==> src/rtl/crc4_encoder.sv <==
// Transmit-side CRC-4 (x^4+x+1) generator: bit-serial LFSR appends crc[3:0] below the payload.
// Optional macro CRC_SELFCHECK_EN adds a CHECK state that re-divides the codeword before Ready.
module crc4_encoder #(
  parameter int unsigned DATA_BITS = 16
) (
  input  logic                   clk,
  input  logic                   rst_n,
  input  logic                   start,
  input  logic [DATA_BITS-1:0]   InputData,
  output logic                   Ready,
  output logic [DATA_BITS+3:0]   OutputData,
  output logic                   check_ok
);

  localparam int unsigned CODE_BITS = DATA_BITS + 4;
  localparam int unsigned CNT_W     = $clog2(CODE_BITS + 1);
  localparam logic [3:0]  POLY_LOW  = 4'b0011;

`ifdef CRC_SELFCHECK_EN
  typedef enum logic [1:0] {IDLE, SHIFT, CHECK, DONE} state_e;
`else
  typedef enum logic [1:0] {IDLE, SHIFT, DONE} state_e;
`endif

  state_e                  state_q;
  logic [DATA_BITS-1:0]    sr_q;
  logic [DATA_BITS-1:0]    data_q;
  logic [3:0]              crc_q;
  logic [3:0]              crc_d;
  logic [CNT_W-1:0]        cnt_q;
  logic                    in_bit;
  logic                    ready_q;
  logic                    check_ok_q;
  logic [CODE_BITS-1:0]    out_q;
`ifdef CRC_SELFCHECK_EN
  logic [CODE_BITS-1:0]    chk_sr_q;
`endif

  // One LFSR step shared by the payload shift and the codeword re-division.
  always_comb begin
    in_bit = sr_q[DATA_BITS-1];
`ifdef CRC_SELFCHECK_EN
    if (state_q == CHECK) in_bit = chk_sr_q[CODE_BITS-1];
`endif
    crc_d = {crc_q[2:0], 1'b0} ^ ((crc_q[3] ^ in_bit) ? POLY_LOW : 4'b0000);
  end

  always_ff @(posedge clk or negedge rst_n) begin
    if (!rst_n) begin
      state_q    <= IDLE;
      sr_q       <= '0;
      data_q     <= '0;
      crc_q      <= '0;
      cnt_q      <= '0;
      ready_q    <= 1'b0;
      check_ok_q <= 1'b0;
      out_q      <= '0;
`ifdef CRC_SELFCHECK_EN
      chk_sr_q   <= '0;
`endif
    end else if (!start) begin
      // Abort/clear: OutputData deliberately keeps its last codeword.
      state_q    <= IDLE;
      crc_q      <= '0;
      cnt_q      <= '0;
      ready_q    <= 1'b0;
      check_ok_q <= 1'b0;
    end else begin
      case (state_q)
        IDLE: begin
          sr_q    <= InputData;
          data_q  <= InputData;
          crc_q   <= '0;
          cnt_q   <= '0;
          ready_q <= 1'b0;
          state_q <= SHIFT;
        end
        SHIFT: begin
          crc_q <= crc_d;
          sr_q  <= sr_q << 1;
          cnt_q <= cnt_q + CNT_W'(1);
          if (cnt_q == CNT_W'(DATA_BITS - 1)) begin
            out_q <= {data_q, crc_d};
`ifdef CRC_SELFCHECK_EN
            chk_sr_q <= {data_q, crc_d};
            crc_q    <= '0;
            cnt_q    <= '0;
            state_q  <= CHECK;
`else
            ready_q    <= 1'b1;
            check_ok_q <= 1'b1;
            state_q    <= DONE;
`endif
          end
        end
`ifdef CRC_SELFCHECK_EN
        CHECK: begin
          crc_q    <= crc_d;
          chk_sr_q <= chk_sr_q << 1;
          cnt_q    <= cnt_q + CNT_W'(1);
          if (cnt_q == CNT_W'(CODE_BITS - 1)) begin
            ready_q    <= 1'b1;
            check_ok_q <= (crc_d == 4'b0000);
            state_q    <= DONE;
          end
        end
`endif
        DONE: begin
          // Hold until start drops; no recapture while start stays high.
          ready_q <= 1'b1;
        end
        default: state_q <= IDLE;
      endcase
    end
  end

  assign Ready      = ready_q;
  assign OutputData = out_q;
  assign check_ok   = check_ok_q;

endmodule

==> config.mk <==
export PLATFORM = sky130hd
export DESIGN_NAME = crc4_encoder
export DESIGN_NICKNAME = d
export VERILOG_FILES = /design/src/rtl/crc4_encoder.sv
export SDC_FILE = /design/constraint.sdc
export NUM_CORES = 1
export LEC_CHECK = 0
export ABC_AREA = 1
export BUFFER_PORTS_ARGS = -buffer_cell sky130_fd_sc_hd__buf_2
export CORE_MARGIN = 1
export CORE_UTILIZATION = 35
export CTS_CLUSTER_DIAMETER = 100
export CTS_CLUSTER_SIZE = 12
export DETAILED_ROUTE_END_ITERATION = 12
export GPL_TIMING_DRIVEN = 0
export PLACE_DENSITY = 0.64
export SYNTH_ARGS = -nofsm -noshare
export SYNTH_HDL_FRONTEND = slang
export SYNTH_SLANG_ARGS = --single-unit
==> constraint.sdc <==
create_clock -name clk -period 1.85 [get_ports clk]
set_clock_uncertainty 0.05 [all_clocks]
set_input_delay 0.555 -clock clk [delete_from_list [all_inputs] [get_ports clk]]
set_output_delay 0.555 -clock clk [all_outputs]
set_load 0.02 [all_outputs]
### After elaboration in Yosys (flattened, before gate mapping)

Cells that the tools add are included.

| cells by class | value |
|---|---|
| equality and inequality tests | 9 |
| add/sub/neg operators | 1 |
| reductions and logical operators | 8 |
| bitwise operators | 2 |
| mux-type cells | 14 |

Operator list:

| kind | count |
|---|---|
| $pmux W16 S2 | 1 |
| $pmux W5 S2 | 1 |
| $reduce_and A2 Y1 | 5 |
| $pmux W4 S2 | 1 |
| $mux W2 | 3 |
| $pmux W2 S3 | 1 |
| $add A5 B1 Y5 const B | 1 |
| $eq A5 B4 Y1 const B | 1 |
| $mux W5 | 1 |
| $mux W1 | 4 |
| $mux W4 | 1 |
| $ne A2 B1 Y1 const B | 2 |
| $ne A4 B1 Y1 const B | 1 |
| $xor A4 B2 Y4 | 1 |
| $ne A3 B1 Y1 const B | 1 |
| $ne A3 B3 Y1 const B | 1 |
| $pmux W1 S3 | 1 |
| $reduce_and A3 Y1 | 1 |
| $eq A2 B1 Y1 const B | 1 |
| $eq A2 B2 Y1 const B | 1 |
| $logic_not A2 Y1 | 1 |
| $ne A2 B2 Y1 const B | 1 |
| $reduce_bool A2 Y1 | 1 |
| $xor A1 B1 Y1 | 1 |

| word-level totals | value |
|---|---|
| logic and storage cells | 42 |
| output and inout bits | 22 |
| register bits after elaboration | 65 |

### Logic depth before layout (Yosys ltp)

Gate-level depths: netlist (run 1).

| depth | value |
|---|---|
| depth after elaboration | 5 |
| depth in mapped cells | 10 |
| gate-level depth less buffers | 9 |

### Worst setup path after synthesis (run 1)

No wires, ideal clock.

| timing | value |
|---|---|
| path kind | register to register |
| start | reg cnt_q[0] |
| end | reg out_q[1] (netlist: OutputData[1]) |
| slack | 0.303 ns |
| buffers on the path | 1 |
| stages on the path, launching flop included | 11 |
| arrival time | 1.380 ns |
| cells stage by stage | dfrtp_1 -> ha_1 -> nand2_1 -> nor2_1 -> ha_1 -> inv_1 -> nor2_8 -> inv_4 -> buf_6 -> nand2_1 -> nand2_1 |

| between the ends | value |
|---|---|
| longest elaborated chain between the ends | 2 |

Ends and longest elaborated chain:

| element | line | source |
|---|---|---|
| start, declared | 30 | `logic [CNT_W-1:0] cnt_q;` |
| start signal, assigned | 81 | `cnt_q <= cnt_q + CNT_W'(1);` |
| $eq A5 B4 Y1 | 82 | `if (cnt_q == CNT_W'(DATA_BITS - 1)) begin` |
| $reduce_and A3 Y1 (no source line) | -- |  |
| end signal, assigned | 83 | `out_q <= {data_q, crc_d};` |
| end, declared | 34 | `logic [CODE_BITS-1:0] out_q;` |

Every way passes these cells.
A chain may end at the register's enable or synchronous reset.

### Worst setup path after layout (run 1)

| timing | value |
|---|---|
| start | reg cnt_q[0] |
| end | reg out_q[9] (netlist: OutputData[9]) |

The elaborated chain is that of the path after synthesis.

==> results of run 1 <==
==> worst register-to-register path: stages (launching register included) <==
cell	delay, ns
dfrtp_1	0.40
ha_1	0.18
nand2_1	0.07
nor2_2	0.11
ha_2	0.19
inv_1	0.10
nor2_8	0.15
inv_4	0.09
buf_6	0.15
nand2_1	0.06
nand2_1	0.05
==> final cells by class <==
type                    count  area, um2
fillers                   799       4360
clock inverters             7        103
multi-input cells         207        996
flip-flops and latches     65       1630
clock buffers               9        124
plain buffers              13       95.1
repair buffers             41        213
inverters                  33        126
well taps                 102        128
==> routing by layer <==
metal,global-route usage (%),routed length [um],vias to the layer above
met5,0,0,-
met4,6.25,123,0
met3,4.06,200,10
met2,23.3,2660,41
met1,20.4,2790,993
li1,-,-,1112
==> per-stage QoR <==
step | area, um2 | setup TNS (ns) | setup slack [ns] | hold slack [ns] | std cells
5_1_grt | 3410 | 0 | 0.00726 | 0.304 | 477
4_1_cts | 3390 | 0 | 0.0375 | 0.286 | 475
3_5_place_dp | 3160 | 0 | 0.118 | 0.405 | 459
6_report | 3410 | 0 | 0.140 | 0.249 | 477
3_3_place_gp | 3160 | -4.64 | -0.0753 | 0.399 | 459
2_1_floorplan | 2840 | 0 | 0.303 | 0.209 | 318
==> flip-flops by register name, summed over array words and instances, names as in the netlist <==
register	count
OutputData	20
data_q	16
sr_q	16
cnt_q	5
crc_q	4
state_q	2
Ready	1
check_ok	1
==> final timing paths <==
check	from	endpoint	depth (start not counted)	slack, ns
worst max register to register	cnt_q[0]$_DFFE_PN0P_	OutputData[9]$_DFFE_PN0P_	10	0.14
worst min register to register	OutputData[16]$_DFFE_PN0P_	OutputData[16]$_DFFE_PN0P_	2	0.42
max in group asynchronous	rst_n	OutputData[12]$_DFFE_PN0P_	1	0.97
min in group clk	InputData[11]	data_q[11]$_DFFE_PN0P_	3	0.37
worst max-delay path	cnt_q[0]$_DFFE_PN0P_	OutputData[9]$_DFFE_PN0P_	10	0.14
worst min-delay path	rst_n	cnt_q[3]$_DFFE_PN0P_	1	0.25
==> cells in the final DEF (no fill, tap or decap), types with 2 or more instances in the layout <==
master     count
buf_4          8
dfrtp_1       65
o21ai_0       23
buf_6          3
nand2_2        2
nand3_1        7
clkinv_4       2
ha_1           5
buf_2         42
o21ai_2        4
clkbuf_8       9
nor2_1         4
o22ai_1        5
inv_6          2
o211ai_1      13
inv_1         31
a21oi_1        2
nand2_1      134
bufinv_16      2
nand3b_1       2
==> kinds of logic (layout without fill, tap and decap cells) <==
kind of cell,after synthesis,after routing,synth area share [%]
buffers and inverters,46,103,7.80
AO/OA/AOI/OAI,48,48,10.4
flip-flops,65,65,57.3
AND/OR/NAND/NOR,153,153,21.9
adder cells (fa/ha/maj),6,6,2.64
==> where the power goes <==
group | switching, W | total, W | leakage [nW] | internal [W]
logic | 0.000379 | 0.000595 | 0.893 | 0.000216
clock network | 0.000596 | 0.00137 | 0.110 | 0.000772
registers | 0.0000927 | 0.00172 | 0.847 | 0.00163
total | 0.00107 | 0.00369 | 1.85 | 0.00262
==> timing repair <==
item / in CTS / in global routing
buffers inserted: 0 / 2
setup endpoints to repair: 0 / 19
resized for setup: 0 / 2
==> summary.txt, run 1 <==
synth unique cells - 23
Tot Pwr - 0.00369 W
asr flop ratio synth - 100%
critical-path cell list - ha_1, nand2_1, nor2_2, ha_2, inv_1, nor2_8, inv_4, buf_6, nand2_1, nand2_1
# hold bufs at CTS - 0
Crit Path Class - register to register
Startpoint Class - register
Power Dens Cells - 1080 nW/um2
Die Width - 92.1 um
arrival time worst endpoint - 1.89 ns
max-cap viol count - 0
WL final - 5.78 mm
Antenna Nets Post-Route - 0
DRT Pass-1 Iters - 4
CTS tree - yes
status - complete, no violations
actual slew at the worst max-slew pin - 0.805 ns
Seq cells post-synth - 65
vias in the first global route - 2114
chip height - 92.1 um
DR vias - 2156
Area Overhead vs Synth - 20.1%
port bufs - 39
Synth area leaders - dfrtp_1, nand2_1, inv_1, o21ai_0, o211ai_1
Total Routing Usage GR - 15.2%
most used cell, CP - nand2_1
pin count of the biggest net entering global routing - 66
Core Region - 7770 um2
DR DRC count - 0
Max IR drop VDD - 0.346 mV
fin util - 43.9%
biggest area consumer among synthesized cells - dfrtp_1
clock sinks - 65
starting DRC count in detailed routing - 111
layout cells sized above 1 - 21.6%
critical path peak fanout - 10
Die ar. - 8480 um2
Final period util - 92.5%
Rel. slew slack - 46.3%
Final Critical Period - 1.71 ns
final setup fails - 0
Worst Path Required - 2.03 ns
CP top delay family - simple AND/OR/NAND/NOR gates
Initial Util - 36.5%
Post-synth EDFFs - 0
antenna violations before repair - 0
Core Rows - 32
Final Hold Viols - 0
routed vias/inst - 4.52
max incr delay on CP - 0.40 ns
Final nets - 395
CP Capture Type - register
gpl congestion - 0.771
Pleak - 1.85 nW
io pins - 41
wire length per cell - 12.1 um
synth warn - 0
Worst-Skew Late Latency - 0.34 ns
Final Max Slew Viols - 0
cells after synthesis - 318
most common cell in the netlist - nand2_1
Seq/Total Area, Yosys - 57.3%
DP Wirelength - 4.07 mm
Syn Std Cell Area - 2840 um2
clk slew on worst S/H paths - 0.08 ns
Inserted Clock Buffers - 9
Root Driver - clkbuf_8
RSZ-0062 raised after global routing - no
Syn Nets - 343
H-tree levels - 3
Max Fclk - 585 MHz
GR Overflow Total - 0
global-route wire length before repair - 10.0 mm
antenna cell count - 0
worst path bufs/invs - 3
Slowest cell on crit path - dfrtp_1
clock tree buffer depth - 2
synth cell count leaders - nand2_1, dfrtp_1, inv_1
share of the synthesized area in the top cell type - 57.3%
Post-synth top flop - dfrtp_1
syn avg cell area - 8.93 um2
hold crit path type - input pin to async pin
Power figures use the tool's default switching activity.
==> run 2, diff against run 1 <==
--- a/config.mk
+++ b/config.mk
@@ -5,7 +5,7 @@
 export SDC_FILE = /design/constraint.sdc
 export NUM_CORES = 1
 export LEC_CHECK = 0
-export ABC_AREA = 1
+export ABC_AREA = 0
 export BUFFER_PORTS_ARGS = -buffer_cell sky130_fd_sc_hd__buf_2
 export CORE_MARGIN = 1
 export CORE_UTILIZATION = 35
==> run 2 against run 1 <==
  * Design area up 2.1%
  * Non-clock buffer count unchanged
  * Power down 2.2%
  * Sequential power down 3%
  * First-iteration DRC count down 25%
  * Register-to-register slack worse by 0.05 ns
  * Sequential share of layout area down 0.96 points
  * Largest cell class unchanged
==> summary.txt, run 2 <==
CP Capture Type - register
RSZ-0062 raised after global routing - no
layout cells sized above 1 - 37.5%
Seq cells post-synth - 65
Root Driver - clkbuf_8
largest family of logic cells by synthesized area - multiplexers
Final Hold Viols - 0
DP Wirelength - 3.63 mm
status - complete, no violations
pin count of the biggest net entering global routing - 66
port bufs - 40
Rel. slew slack - 45.6%
asr flop ratio synth - 100%
Crit Path Class - register to register
Final nets - 303
max-cap viol count - 0
critical-path cell list - ha_1, and3_1, ha_2, nand3_4, buf_8, mux2_2
Final Critical Period - 1.76 ns
# hold bufs at CTS - 0
biggest area consumer among synthesized cells - dfrtp_1
routed vias/inst - 4.83
worst reg2reg path startpoint - cnt_q[0]$_DFFE_PN0P_
GR Overflow Total - 0
hold crit path type - input pin to async pin
WL final - 5.26 mm
actual slew at the worst max-slew pin - 0.816 ns
fin util - 44.4%
Syn Std Cell Area - 2880 um2
Worst-Skew Late Latency - 0.34 ns
cells after synthesis - 226
most frequent cells in the layout - dfrtp_1, buf_2, mux2_2
clk slew on worst S/H paths - 0.07 ns
Final period util - 95.3%
Worst Path Required - 2.02 ns
Max IR drop VDD - 0.582 mV
Crit. Startpoint - cnt_q[0]$_DFFE_PN0P_
antenna violations before repair - 0
synth unique cells - 32
Post-synth top flop - dfrtp_1
syn avg cell area - 12.7 um2
max incr delay on CP - 0.40 ns
CTS tree - yes
Antenna Nets Post-Route - 0
Power Dens Cells - 1040 nW/um2
most common cell in the netlist - dfrtp_1
commonest non-fill, non-tap cell in the layout - dfrtp_1
io pins - 41
starting DRC count in detailed routing - 83
Simple-Gate Fraction of Synth Area - 9.43%
Inserted Clock Buffers - 9
Seq/Total Area, Yosys - 56.5%
Startpoint Class - register
DR vias - 1858
Max Fclk - 567 MHz
vias in the first global route - 1835
antenna cell count - 0
synth cell count leaders - dfrtp_1, mux2_2, nand2_1
critical path peak fanout - 10
Die ar. - 8600 um2
Pleak - 1.73 nW
Synth Area in Adders - 2.61%
Post-synth EDFFs - 0
gpl congestion - 0.689
Area Overhead vs Synth - 20.9%
DR DRC count - 0
Syn Nets - 251
post-route setup TNS - 0 ns
DRT Pass-1 Iters - 6
arrival time worst endpoint - 1.93 ns
wire length per cell - 13.7 um
Synth area leaders - dfrtp_1, mux2_2, mux2i_1, mux2_4, o21ai_0
Synth Area in XOR/XNOR - 0.912%
Core Region - 7850 um2
H-tree levels - 3
Die Width - 92.7 um
Final Max Slew Viols - 0
synth warn - 0
Total Routing Usage GR - 13.9%
chip height - 92.7 um
Slowest cell on crit path - dfrtp_1
global-route wire length before repair - 9.14 mm
clock sinks - 65
final setup fails - 0
max reg flops - 20
Initial Util - 36.7%
Core Rows - 32
share of the synthesized area in the top cell type - 56.5%
complex-gate fraction of the synthesized area - 6.73%
clock tree buffer depth - 2
mux cell area share after synthesis - 20.0%
[run 2: per-layer routing]
layer / up-vias / share of wire [%] / GRT usage (%)
met5: - / 0 / 0
met4: 0 / 1.9 / 5.77
met3: 10 / 4.0 / 4.43
met2: 38 / 46 / 20.5
met1: 920 / 48 / 18.8
li1: 890 / - / -
[run 2: report_power, final]
part / switching (W) / leakage (nW) / internal, W / total [W]
clock: 0.000530 / 0.120 / 0.000930 / 0.00146
combinational: 0.000245 / 0.765 / 0.000232 / 0.000478
sequential: 0.0000862 / 0.843 / 0.00158 / 0.00167
[run 2: kinds of logic (layout without fill, tap and decap cells)]
family | after synthesis | after routing
AOI/OAI and AO/OA | 35 | 35
xor gates and xnor gates | 3 | 3
adders and majority gates | 6 | 6
buffers and inverters | 18 | 75
DFF | 65 | 65
muxes | 50 | 50
and+or+nand+nor | 49 | 49
[run 2: final cells by class]
cell class | instances | area, um2
multi-input combinational | 143 | 1150
sequential | 65 | 1630
tap | 102 | 128
clock buffer | 11 | 141
inverter | 5 | 18.8
clock inverter | 5 | 103
timing repair buffer | 41 | 210
fill | 774 | 4370
buffer | 13 | 108
[run 2: through the flow]
| stage | setup slack (ns) | cell area [um2] | cells | total power (W) | hold slack [ns] |
|---|---|---|---|---|---|
| after CTS | -0.00159 | 3460 | 384 | 0.00365 | 0.277 |
| after floorplan | 0.146 | 2880 | 226 | 0.00202 | 0.209 |
| after global placement | -0.0720 | 3210 | 368 | 0.00216 | 0.409 |
| after detailed placement | 0.000321 | 3210 | 368 | 0.00218 | 0.417 |
| final | 0.0873 | 3480 | 385 | 0.00361 | 0.258 |
| after global routing | 0.000319 | 3480 | 385 | 0.00379 | 0.308 |
[run 2: path summary, 6_finish.rpt]
| kind | to | slack [ns] | cells after the start |
|---|---|---|---|
| max in group asynchronous | cnt_q[3]$_DFFE_PN0P_ | 0.96 | 1 |
| min in group clk | data_q[15]$_DFFE_PN0P_ | 0.41 | 2 |
| setup reg to reg | OutputData[13]$_DFFE_PN0P_ | 0.09 | 6 |
| hold / removal | OutputData[16]$_DFFE_PN0P_ | 0.26 | 1 |
| setup / recovery | OutputData[13]$_DFFE_PN0P_ | 0.09 | 6 |
| hold reg to reg | data_q[0]$_DFFE_PN0P_ | 0.43 | 2 |
[run 2: timing repair]
item | 4_1_cts | 5_1_grt
pin swaps | 0 | 0
gates resized for setup | 1 | 10
buffers inserted | 0 | 1
setup endpoints to repair | 10 | 33
[run 2: worst max-delay path, delay by kind of cell (launching register included)]
kind,cells,cell delay (ns)
AND/OR/NAND/NOR,2,0.28
buffers and inverters,1,0.15
adder cells (fa/ha/maj),2,0.43
multiplexers,1,0.33
flip-flops,1,0.40
